### config.mk
export PLATFORM = sky130hd
export DESIGN_NAME = led_breathe_pwm_flat
export DESIGN_NICKNAME = d
export VERILOG_FILES = /design/src/rtl/led_breathe_pwm_if.sv /design/src/rtl/led_breathe_pwm.sv /design/src/flat_wrapper.sv
export SDC_FILE = /design/constraint.sdc
export NUM_CORES = 1
export LEC_CHECK = 0
export CORE_AREA = 2 2 87 89
export CTS_CLUSTER_DIAMETER = 30
export DETAILED_ROUTE_END_ITERATION = 8
export DIE_AREA = 0 0 89 91
export MAX_ROUTING_LAYER = met4
export RECOVER_POWER = 100
export SYNTH_ARGS = -nofsm -noshare
export SYNTH_HDL_FRONTEND = slang
export SYNTH_SLANG_ARGS = --single-unit
### constraint.sdc
create_clock -name clk_in -period 4.9 [get_ports clk_in]
set_clock_uncertainty 0.05 [all_clocks]
set_input_delay 0.735 -clock clk_in [delete_from_list [all_inputs] [get_ports clk_in]]
set_output_delay 0.735 -clock clk_in [all_outputs]
set_load 0.02 [all_outputs]
### src/rtl/led_breathe_pwm_if.sv
// Control/observation bundle for the LED breathing stage: run controls in, LED drives and ramp status out.
interface led_breathe_pwm_if #(
    parameter int PWM_BITS = 8
);
    logic                en;
    logic [1:0]          mode;
    logic                led_1;
    logic                led_2;
    logic                led_3;
    logic                led_4;
    logic [1:0]          state;
    logic [PWM_BITS-1:0] duty;

    modport master (
        output en, mode,
        input  led_1, led_2, led_3, led_4, state, duty
    );

    modport slave (
        input  en, mode,
        output led_1, led_2, led_3, led_4, state, duty
    );
endinterface

### src/rtl/led_breathe_pwm.sv
// Four-LED PWM breathing driver: prescaled ramp FSM (up/hold/down/hold) feeding per-LED duty compares.
// Optional macro LED_GAMMA_EN squares each per-LED duty ((d*d)>>PWM_BITS) for perceptually linear fading.
module led_breathe_pwm #(
    parameter int PWM_BITS   = 8,
    parameter int STEP_DIV   = 40000,
    parameter int HOLD_STEPS = 32
) (
    input  logic             clk_in,
    input  logic             rst_n,
    led_breathe_pwm_if.slave bus
);
    localparam logic [PWM_BITS-1:0] MAX       = {PWM_BITS{1'b1}};
    localparam int                  HOLD_W    = (HOLD_STEPS > 1) ? $clog2(HOLD_STEPS) : 1;
    localparam logic [23:0]         STEP_LAST = 24'(STEP_DIV - 1);
    localparam logic [HOLD_W-1:0]   HOLD_LAST = HOLD_W'(HOLD_STEPS - 1);

    localparam logic [1:0] MODE_BREATHE   = 2'd0;
    localparam logic [1:0] MODE_ALTERNATE = 2'd1;
    localparam logic [1:0] MODE_FULL      = 2'd2;
    localparam logic [1:0] MODE_OFF       = 2'd3;

    typedef enum logic [1:0] {
        UP      = 2'd0,
        HOLD_HI = 2'd1,
        DOWN    = 2'd2,
        HOLD_LO = 2'd3
    } ramp_state_t;

    ramp_state_t         state_q, state_d;
    logic [PWM_BITS-1:0] duty_q, duty_d;
    logic [HOLD_W-1:0]   hold_cnt_q, hold_cnt_d;
    logic [PWM_BITS-1:0] pwm_cnt;
    logic [23:0]         step_cnt;
    logic                step_tick;
    logic [3:0]          led_q;

    assign step_tick = bus.en && (step_cnt == STEP_LAST);

    // PWM counter and step prescaler both freeze while en is low.
    always_ff @(posedge clk_in or negedge rst_n) begin
        if (!rst_n) begin
            pwm_cnt  <= '0;
            step_cnt <= '0;
        end else if (bus.en) begin
            pwm_cnt  <= pwm_cnt + 1'b1;
            step_cnt <= step_tick ? 24'd0 : step_cnt + 24'd1;
        end
    end

    always_ff @(posedge clk_in or negedge rst_n) begin
        if (!rst_n) begin
            state_q    <= UP;
            duty_q     <= '0;
            hold_cnt_q <= '0;
        end else begin
            state_q    <= state_d;
            duty_q     <= duty_d;
            hold_cnt_q <= hold_cnt_d;
        end
    end

    always_comb begin
        state_d    = state_q;
        duty_d     = duty_q;
        hold_cnt_d = hold_cnt_q;
        if (step_tick) begin
            case (state_q)
                UP: begin
                    if (duty_q == MAX) begin
                        state_d    = HOLD_HI;
                        hold_cnt_d = '0;
                    end else begin
                        duty_d = duty_q + 1'b1;
                    end
                end
                HOLD_HI: begin
                    if (hold_cnt_q == HOLD_LAST) state_d = DOWN;
                    else                         hold_cnt_d = hold_cnt_q + 1'b1;
                end
                DOWN: begin
                    if (duty_q == '0) begin
                        state_d    = HOLD_LO;
                        hold_cnt_d = '0;
                    end else begin
                        duty_d = duty_q - 1'b1;
                    end
                end
                HOLD_LO: begin
                    if (hold_cnt_q == HOLD_LAST) state_d = UP;
                    else                         hold_cnt_d = hold_cnt_q + 1'b1;
                end
                default: state_d = UP;
            endcase
        end
    end

    // d_a drives LEDs 1/3, d_b drives LEDs 2/4 (complemented in ALTERNATE).
    logic [PWM_BITS-1:0] d_a, d_b, eff_a, eff_b;
    assign d_a = duty_q;
    assign d_b = (bus.mode == MODE_ALTERNATE) ? (MAX - duty_q) : duty_q;

`ifdef LED_GAMMA_EN
    logic [2*PWM_BITS-1:0] sq_a, sq_b;
    assign sq_a  = {{PWM_BITS{1'b0}}, d_a} * {{PWM_BITS{1'b0}}, d_a};
    assign sq_b  = {{PWM_BITS{1'b0}}, d_b} * {{PWM_BITS{1'b0}}, d_b};
    assign eff_a = PWM_BITS'(sq_a >> PWM_BITS);
    assign eff_b = PWM_BITS'(sq_b >> PWM_BITS);
`else
    assign eff_a = d_a;
    assign eff_b = d_b;
`endif

    always_ff @(posedge clk_in or negedge rst_n) begin
        if (!rst_n) begin
            led_q <= '0;
        end else if (!bus.en) begin
            led_q <= '0;
        end else begin
            case (bus.mode)
                MODE_FULL:    led_q <= 4'b1111;
                MODE_OFF:     led_q <= 4'b0000;
                MODE_BREATHE,
                MODE_ALTERNATE: led_q <= {pwm_cnt < eff_b, pwm_cnt < eff_a,
                                          pwm_cnt < eff_b, pwm_cnt < eff_a};
                default:      led_q <= 4'b0000;
            endcase
        end
    end

    assign bus.led_1 = led_q[0];
    assign bus.led_2 = led_q[1];
    assign bus.led_3 = led_q[2];
    assign bus.led_4 = led_q[3];
    assign bus.state = state_q;
    assign bus.duty  = duty_q;
endmodule

### src/flat_wrapper.sv
// flat-port wrapper written by rule: the top's interface ports become plain ports
module led_breathe_pwm_flat 
#(
    parameter int PWM_BITS   = 8,
    parameter int STEP_DIV   = 40000,
    parameter int HOLD_STEPS = 32
)
  (clk_in, rst_n, bus_en, bus_mode, bus_led_1, bus_led_2, bus_led_3, bus_led_4, bus_state, bus_duty);
  led_breathe_pwm_if #(.PWM_BITS(PWM_BITS)) bus_i ();
  input  logic clk_in;
  input  logic rst_n;
  input wire logic [$bits(bus_i.en)-1:0] bus_en;
  input wire logic [$bits(bus_i.mode)-1:0] bus_mode;
  output wire logic [$bits(bus_i.led_1)-1:0] bus_led_1;
  output wire logic [$bits(bus_i.led_2)-1:0] bus_led_2;
  output wire logic [$bits(bus_i.led_3)-1:0] bus_led_3;
  output wire logic [$bits(bus_i.led_4)-1:0] bus_led_4;
  output wire logic [$bits(bus_i.state)-1:0] bus_state;
  output wire logic [$bits(bus_i.duty)-1:0] bus_duty;
  assign bus_i.en = bus_en;
  assign bus_i.mode = bus_mode;
  assign bus_led_1 = bus_i.led_1;
  assign bus_led_2 = bus_i.led_2;
  assign bus_led_3 = bus_i.led_3;
  assign bus_led_4 = bus_i.led_4;
  assign bus_state = bus_i.state;
  assign bus_duty = bus_i.duty;
  led_breathe_pwm #(.PWM_BITS(PWM_BITS), .STEP_DIV(STEP_DIV), .HOLD_STEPS(HOLD_STEPS)) u_core (.clk_in(clk_in), .rst_n(rst_n), .bus(bus_i));
endmodule
==> metrics.txt, run 1 <==
relative contribution of sequential cells to total power 57.2%; synth warn 0; count of buffers added by post-CTS timing repair for setup 0; ratio of routed vias to standard cells 4.993; final routed DRC violation total 0; Final HPWL DP 3.945 mm; RSZ-0062 raised after global routing no; Worst Setup Slack, final 1518 ps; number of hold-slack violations in the final timing report 0; Main synth FF type sky130_fd_sc_hd__dfrtp_1; sum of internal, switching and leakage power 0.9430 mW; Post-Syn Area 2974 µm²; worst voltage drop across the vdd grid 0.0001350 V; Switching Fraction a little under a third; setup-violating endpoint count in the final report 0; FFs w/ async S/R, synth 100.0%; Slowest-stage cell, CP sky130_fd_sc_hd__dlygate4sd3_1; die footprint 8099 µm²; global-route total usage across every layer 15.46%; Int Power 0.6547 mW; hold buffer count at cts 0; leading post-synthesis cells by cell area sky130_fd_sc_hd__dfrtp_1 (41%), sky130_fd_sc_hd__ha_1 (12%), sky130_fd_sc_hd__xnor2_1 (8.5%); final-stage net count about 350; normalized max-slew margin -75.06%; Crit Path Class in2reg; sequential element share of the synthesized area 41.23%; R2R setup slack ~2200 ps; shortest clock period the worst path allows after layout 3382 ps; Wirelength per Cell 12.85 µm; x dimension of the die 89 µm; worst hold-check path type reg2reg; achievable frequency 295.7 MHz; instance area after placement ~3200 µm²; hold path startpoint u_core.step_cnt[23]; Top Family by Delay on Critical Path simple AND/OR/NAND/NOR gates; root buf cell sky130_fd_sc_hd__clkbuf_8; total length of routed wires 5.359 mm; H-tree Lvls 2; initial standard-cell utilization of the core a little over two fifths; count of pins over their slew limit 50; nature of the critical path startpoint primary input; critical-path maximum fanout 16; Post-Syn Nets ~340; Longest Clk Path Bufs 2; via count 2,082; outcome finished with violations; post-synth top area share 41.23%; post-synthesis average cell area 9.881 µm²; global-route wire length before repair 9.818 mm; post-CTS clock slew at the launch and capture registers of the worst setup and hold paths 80 ps; power share of the clock group roughly 23%; flip-flop and latch count after synthesis 49; fin crit share 69.02%; Clock Sink Count 49; number of gates on the worst path with buffers counted 7; Post-synth EDFFs 0; FF-to-FF path depth 9; area of the core 7137 µm²; remaining antenna violation count after routing 0; buffers plus inverters on the worst setup path 1; static power due to leakage roughly 1.5 nW; global-route congestion overflow total 0; Synth area leader sky130_fd_sc_hd__dfrtp_1; power density cells around 290 nW/µm²; number of cells traversed by the worst hold path 1; reg-to-reg critical path endpoint u_core.bus.duty[6]; pin count of the biggest net entering global routing 50; final estimated routing congestion in global placement 0.7764; critical path data arrival time 3520 ps; last element of the critical path u_core.bus.state[1]; violated checks max-capacitance violations, max-slew violations; Worst setup EP type register; detailed router's first-iteration violation count 58; TritonCTS buffer count 5; transition time at the pin with the least slew margin roughly 2600 ps; worst setup slack before clock tree synthesis 1347 ps; number of cells produced by synthesis around 300; number of global-route vias before repair 2,148; layout overhead on the synthesized area 10.94%; area of all placed cells without fillers roughly 3300 µm²; y dimension of the die slightly above 90 µm; CP max stage delay 880 ps; worst r2r src u_core.bus.state[0]; n_diodes 0; CTS tree done; Max Cap Violations 1; Critical path origin bus_en; library cells used by synthesis 45; Total Neg Setup Slack 0 ps; Switch Pwr a little under 0.3 mW; fraction of final layout cells with drive strength greater than 1 5.031%; data required time of the worst path 5040 ps; # port buffers 18; initial antenna violation count 0; count of boundary I/O pins 19; count of TritonRoute iterations in the first routing pass 4; hold_ws 446.5 ps; cell-by-cell trace of the critical path dlygate4sd3_1, nand4_1, or2_0, nor3_4, nand2_1, nor2_1, mux2_2; part of the total power dissipated in combinational logic 19.6%; Clk Latency, worst-skew pair 290 ps; quantity of gates resized following cts 0; total number of placement rows 31
-- flip-flops by register name, indices dropped and copies added, names as in the netlist --
name,flops
u_core.step_cnt,24
u_core.bus.duty,8
u_core.pwm_cnt,8
u_core.hold_cnt_q,5
u_core.bus.state,2
u_core.led_q,2
-- layer usage --
layer | track usage (%) | vias up | part of all wire [%]
li1 | - | 1080 | -
met2 | 22.14 | 19 | 43
met5 | - | - | 0
met1 | 22.45 | 978 | 53
met3 | 2.818 | 5 | 2.3
met4 | 4.353 | 0 | 1.3
-- layout by cell type (no fill, tap or decap), types with 3 or more instances in the layout --
| cell | Yosys | routed |
|---|---|---|
| sky130_fd_sc_hd__nor2b_1 | 7 | 7 |
| sky130_fd_sc_hd__dfrtp_1 | 49 | 49 |
| sky130_fd_sc_hd__clkbuf_8 | 0 | 5 |
| sky130_fd_sc_hd__nor3_1 | 5 | 5 |
| sky130_fd_sc_hd__and3_1 | 5 | 5 |
| sky130_fd_sc_hd__or3_1 | 3 | 3 |
| sky130_fd_sc_hd__nor2_1 | 23 | 23 |
| sky130_fd_sc_hd__dlygate4sd3_1 | 0 | 16 |
| sky130_fd_sc_hd__nand2_1 | 25 | 26 |
| sky130_fd_sc_hd__a21oi_1 | 7 | 7 |
| sky130_fd_sc_hd__xor2_1 | 12 | 12 |
| sky130_fd_sc_hd__xnor2_1 | 29 | 29 |
| sky130_fd_sc_hd__ha_1 | 28 | 28 |
| sky130_fd_sc_hd__nand4_1 | 12 | 12 |
| sky130_fd_sc_hd__o21a_1 | 3 | 3 |
| sky130_fd_sc_hd__inv_1 | 19 | 19 |
| sky130_fd_sc_hd__a21o_1 | 5 | 5 |
| sky130_fd_sc_hd__nor4_1 | 4 | 4 |
| sky130_fd_sc_hd__nand3_1 | 8 | 8 |
| sky130_fd_sc_hd__o21ai_0 | 14 | 14 |
| sky130_fd_sc_hd__mux2_2 | 4 | 4 |
-- worst register-to-register path, stage by stage (launching register included) --
cell,delay [ps]
sky130_fd_sc_hd__dfrtp_1,420
sky130_fd_sc_hd__inv_1,140
sky130_fd_sc_hd__ha_1,390
sky130_fd_sc_hd__ha_1,350
sky130_fd_sc_hd__nor2b_1,150
sky130_fd_sc_hd__o21ai_0,180
sky130_fd_sc_hd__a21boi_0,150
sky130_fd_sc_hd__o21a_1,200
sky130_fd_sc_hd__or3_1,300
sky130_fd_sc_hd__a31o_2,240
-- cell families after synthesis --
family                     Yosys count  share of synthesized area (%)
and+or+nand+nor                    102                          17.63
DFF                                 49                          41.23
AOI/OAI and AO/OA                   47                          10.39
xor gates and xnor gates            41                          12.07
adders and majority gates           29                          12.45
buffers and inverters               27                          4.039
muxes                                6                          2.188
-- Yosys cell counts, types with 3 or more instances --
master	number
sky130_fd_sc_hd__xnor2_1	29
sky130_fd_sc_hd__nand3_1	8
sky130_fd_sc_hd__buf_2	3
sky130_fd_sc_hd__inv_1	19
sky130_fd_sc_hd__and3_1	5
sky130_fd_sc_hd__nand4_1	12
sky130_fd_sc_hd__nor2_1	23
sky130_fd_sc_hd__nand2_1	25
sky130_fd_sc_hd__o21a_1	3
sky130_fd_sc_hd__xor2_1	12
sky130_fd_sc_hd__nor4_1	4
sky130_fd_sc_hd__a21oi_1	7
sky130_fd_sc_hd__dfrtp_1	49
sky130_fd_sc_hd__nor3_1	5
sky130_fd_sc_hd__buf_4	4
sky130_fd_sc_hd__ha_1	28
sky130_fd_sc_hd__or3_1	3
sky130_fd_sc_hd__a21o_1	5
sky130_fd_sc_hd__o21ai_0	14
sky130_fd_sc_hd__nor2b_1	7
sky130_fd_sc_hd__mux2_2	4
-- power by group through the flow --
| stage | combinational (mW) | clock (mW) | sequential, mW |
|---|---|---|---|
| global route | 0.220 | 0.246 | 0.551 |
| finish | 0.185 | 0.219 | 0.539 |
| detailed placement | 0.190 | 0 | 0.547 |
| global placement | 0.186 | 0 | 0.546 |
| floorplan | 0.150 | 0 | 0.526 |
| CTS | 0.192 | 0.233 | 0.539 |
-- worst min-delay path by stage --
stage,end,slack (ps)
after floorplan,u_core.bus.duty[0],390
after global placement,u_core.step_cnt[23],420
after detailed placement,u_core.step_cnt[8],440
after CTS,u_core.step_cnt[8],450
after global routing,u_core.step_cnt[20],470
final,u_core.step_cnt[23],450
-- metrics by stage --
stage	cells	utilization [%]
finish	417	46.23
global route	417	46.23
CTS	417	46.32
detailed placement	411	45.28
global placement	411	45.28
floorplan	301	-
-- layout make-up --
class	count	area, µm²
repair buffers	19	178.9
well taps	99	123.9
fillers	709	3837
clock buffers	5	68.82
clock inverters	1	5.005
inverters	19	71.32
multi-input cells	225	1625
flip-flops and latches	49	1226
Note: power is estimated with default switching activity, not from simulation.
==> run 2, diff against run 1 <==
==> constraint.sdc (replaced) <==
create_clock -name clk_in -period 3.22 [get_ports clk_in]
set_clock_uncertainty 0.05 [all_clocks]
set_input_delay 0.483 -clock clk_in [delete_from_list [all_inputs] [get_ports clk_in]]
set_output_delay 0.483 -clock clk_in [all_outputs]
set_load 0.02 [all_outputs]
==> run 2 against run 1 <==
  * The run still ends with max-capacitance violations, max-slew violations left
  * Clock-buffer cell count stayed put
  * Worst setup slack worse by 1000 ps
  * Global-route usage increased by 0.19 points
  * Non-clock buffer count increased by 4
  * Final cell count rose by 1.4%
  * Sequential power up 51%
  * Die area unchanged
  * Design area grew 1.3%
  * Via count grew 1.5%
  * Critical path depth stayed put
  * Highest routed layer unchanged
==> metrics.txt, run 2 (same netlist as run 1, synthesis figures left out) <==
outcome finished with violations; violated checks max-capacitance violations, max-slew violations; critical-path maximum fanout 13; ratio of routed vias to standard cells 4.998; hold buffer count at cts 0; pin count of the biggest net entering global routing 30; non-filler instance count after layout 423; RSZ-0062 raised after global routing no; initial standard-cell utilization of the core a little over two fifths; power density cells 462.0 nW/µm²; n_diodes 0; global-route wire length before repair 9.804 mm; cell-by-cell trace of the critical path dlygate4sd3_1, nand4_1, or2_0, nor3_1, o211a_1, nor2_1, a31o_2; via count 2,114; final routed DRC violation total 0; data required time of the worst path 3360 ps; TritonCTS buffer count 5; worst voltage drop across the vdd grid 0.0001788 V; number of fillers in the final layout 710; static power due to leakage 1.514 nW; count of pins over their slew limit 30; number of placed cells counting well taps ~420; Wirelength per Cell roughly 13 µm; FF-to-FF path depth 9; worst r2r src u_core.bus.state[0]; # port buffers 18; total length of routed wires around 5.4 mm; normalized max-slew margin -5.493%; WHS Endpoint u_core.step_cnt[8]; number of hold-slack violations in the final timing report 0; Longest Clk Path Bufs 2; total number of placement rows 31; count of boundary I/O pins 19; highest-count cells in the layout ignoring fill and taps sky130_fd_sc_hd__dfrtp_1 (49), sky130_fd_sc_hd__xnor2_1 (29), sky130_fd_sc_hd__ha_1 (28); CP max stage delay 550 ps; fraction of final layout cells with drive strength greater than 1 5.247%; leading cell type in the layout, fill and taps excluded sky130_fd_sc_hd__dfrtp_1; count of buffers added by post-CTS timing repair for setup 0; x dimension of the die 89 µm; remaining antenna violation count after routing 0; Crit Path Class in2reg; buffers plus inverters on the worst setup path 1; shortest clock period the worst path allows after layout 2724 ps; detailed router's first-iteration violation count 111; final-stage net count 357; achievable frequency 367.0 MHz; count of TritonRoute iterations in the first routing pass 4; Final HPWL DP 4.074 mm; Clock Sink Count 49; final estimated routing congestion in global placement between 0.8 and 0.9; fin crit share 84.61%; Worst setup EP type register; reg-to-reg critical path endpoint u_core.bus.duty[6]; Total Neg Setup Slack 0 ps; layout overhead on the synthesized area 12.41%; global-route total usage across every layer 15.65%; worst hold-check path type reg2reg; post-CTS clock slew at the launch and capture registers of the worst setup and hold paths 100 ps; number of global-route vias before repair 2,130; nature of the critical path startpoint primary input; quantity of gates resized following cts 0; worst setup slack before clock tree synthesis 532.4 ps; root buf cell sky130_fd_sc_hd__clkbuf_8; area of the core 7137 µm²; hold path startpoint u_core.step_cnt[8]; CTS tree done; final cell utilization of the core 46.84%; Clk Latency, worst-skew pair 300 ps; R2R setup slack 590 ps; number of cells traversed by the worst hold path 1; global-route congestion overflow total 0; die footprint 8099 µm²; transition time at the pin with the least slew margin between 1500 and 2000 ps; y dimension of the die 91 µm; setup-violating endpoint count in the final report 0; Top Family by Delay on Critical Path simple AND/OR/NAND/NOR gates; Max Cap Violations 1; initial antenna violation count 0; Largest register FFs 24; critical path data arrival time 2870 ps; Slowest-stage cell, CP sky130_fd_sc_hd__dlygate4sd3_1; register bank with the most flops u_core.step_cnt; Worst Setup Slack, final a little under 500 ps; number of gates on the worst path with buffers counted 7; H-tree Lvls 2
-- run 2: area by class of cell --
cell class | count | area (µm²) | area share, %
inverters | 19 | 71.32 | 2.133
clock buffers | 5 | 68.82 | 2.058
repair buffers | 23 | 192.7 | 5.763
well taps | 99 | 123.9 | 3.705
multi-input cells | 225 | 1617 | 48.35
clock inverters | 3 | 43.79 | 1.310
flip-flops and latches | 49 | 1226 | 36.68
-- run 2: how the worst max path moves through the flow --
| stage | start | to | slack, ps |
|---|---|---|---|
| 2_1_floorplan | u_core.bus.state[0] | u_core.bus.duty[6] | 700 |
| 3_3_place_gp | bus_en | u_core.bus.duty[6] | 570 |
| 3_5_place_dp | bus_en | u_core.bus.duty[6] | 530 |
| 4_1_cts | u_core.bus.state[0] | u_core.bus.duty[6] | 560 |
| 5_1_grt | bus_en | u_core.step_cnt[23] | 250 |
| 6_report | bus_en | u_core.bus.duty[6] | 500 |
-- run 2: power breakdown --
group | switching (mW) | total [mW] | internal [mW]
combinational | 0.131 | 0.283 | 0.152
clock | 0.213 | 0.447 | 0.233
sequential | 0.114 | 0.815 | 0.701
-- run 2: worst reg2reg max path, cell delays in order, from the launching register on --
cell and delay [ps]:
sky130_fd_sc_hd__dfrtp_1 410, sky130_fd_sc_hd__inv_1 120, sky130_fd_sc_hd__ha_1 380, sky130_fd_sc_hd__ha_1 350
sky130_fd_sc_hd__nor2b_1 140, sky130_fd_sc_hd__o21ai_0 180, sky130_fd_sc_hd__a21boi_0 150, sky130_fd_sc_hd__o21a_1 190
sky130_fd_sc_hd__or3_1 300, sky130_fd_sc_hd__a31o_2 240
-- run 2: layer usage --
layer  GRT usage, %  part of all wire, %
met1          21.65                   52
met2          23.01                   45
met3          3.545                  1.9
met4          4.478                  1.1
met5              -                    0
-- run 2: stage by stage --
step                instance area, µm²  power [mW]  hold WS [ps]
floorplan                         2974       1.028         137.4
global placement                  3262       1.113         436.4
detailed placement                3262       1.120         431.9
CTS                               3374       1.577         172.8
global route                      3343       1.671         472.5
finish                            3343       1.545         443.3
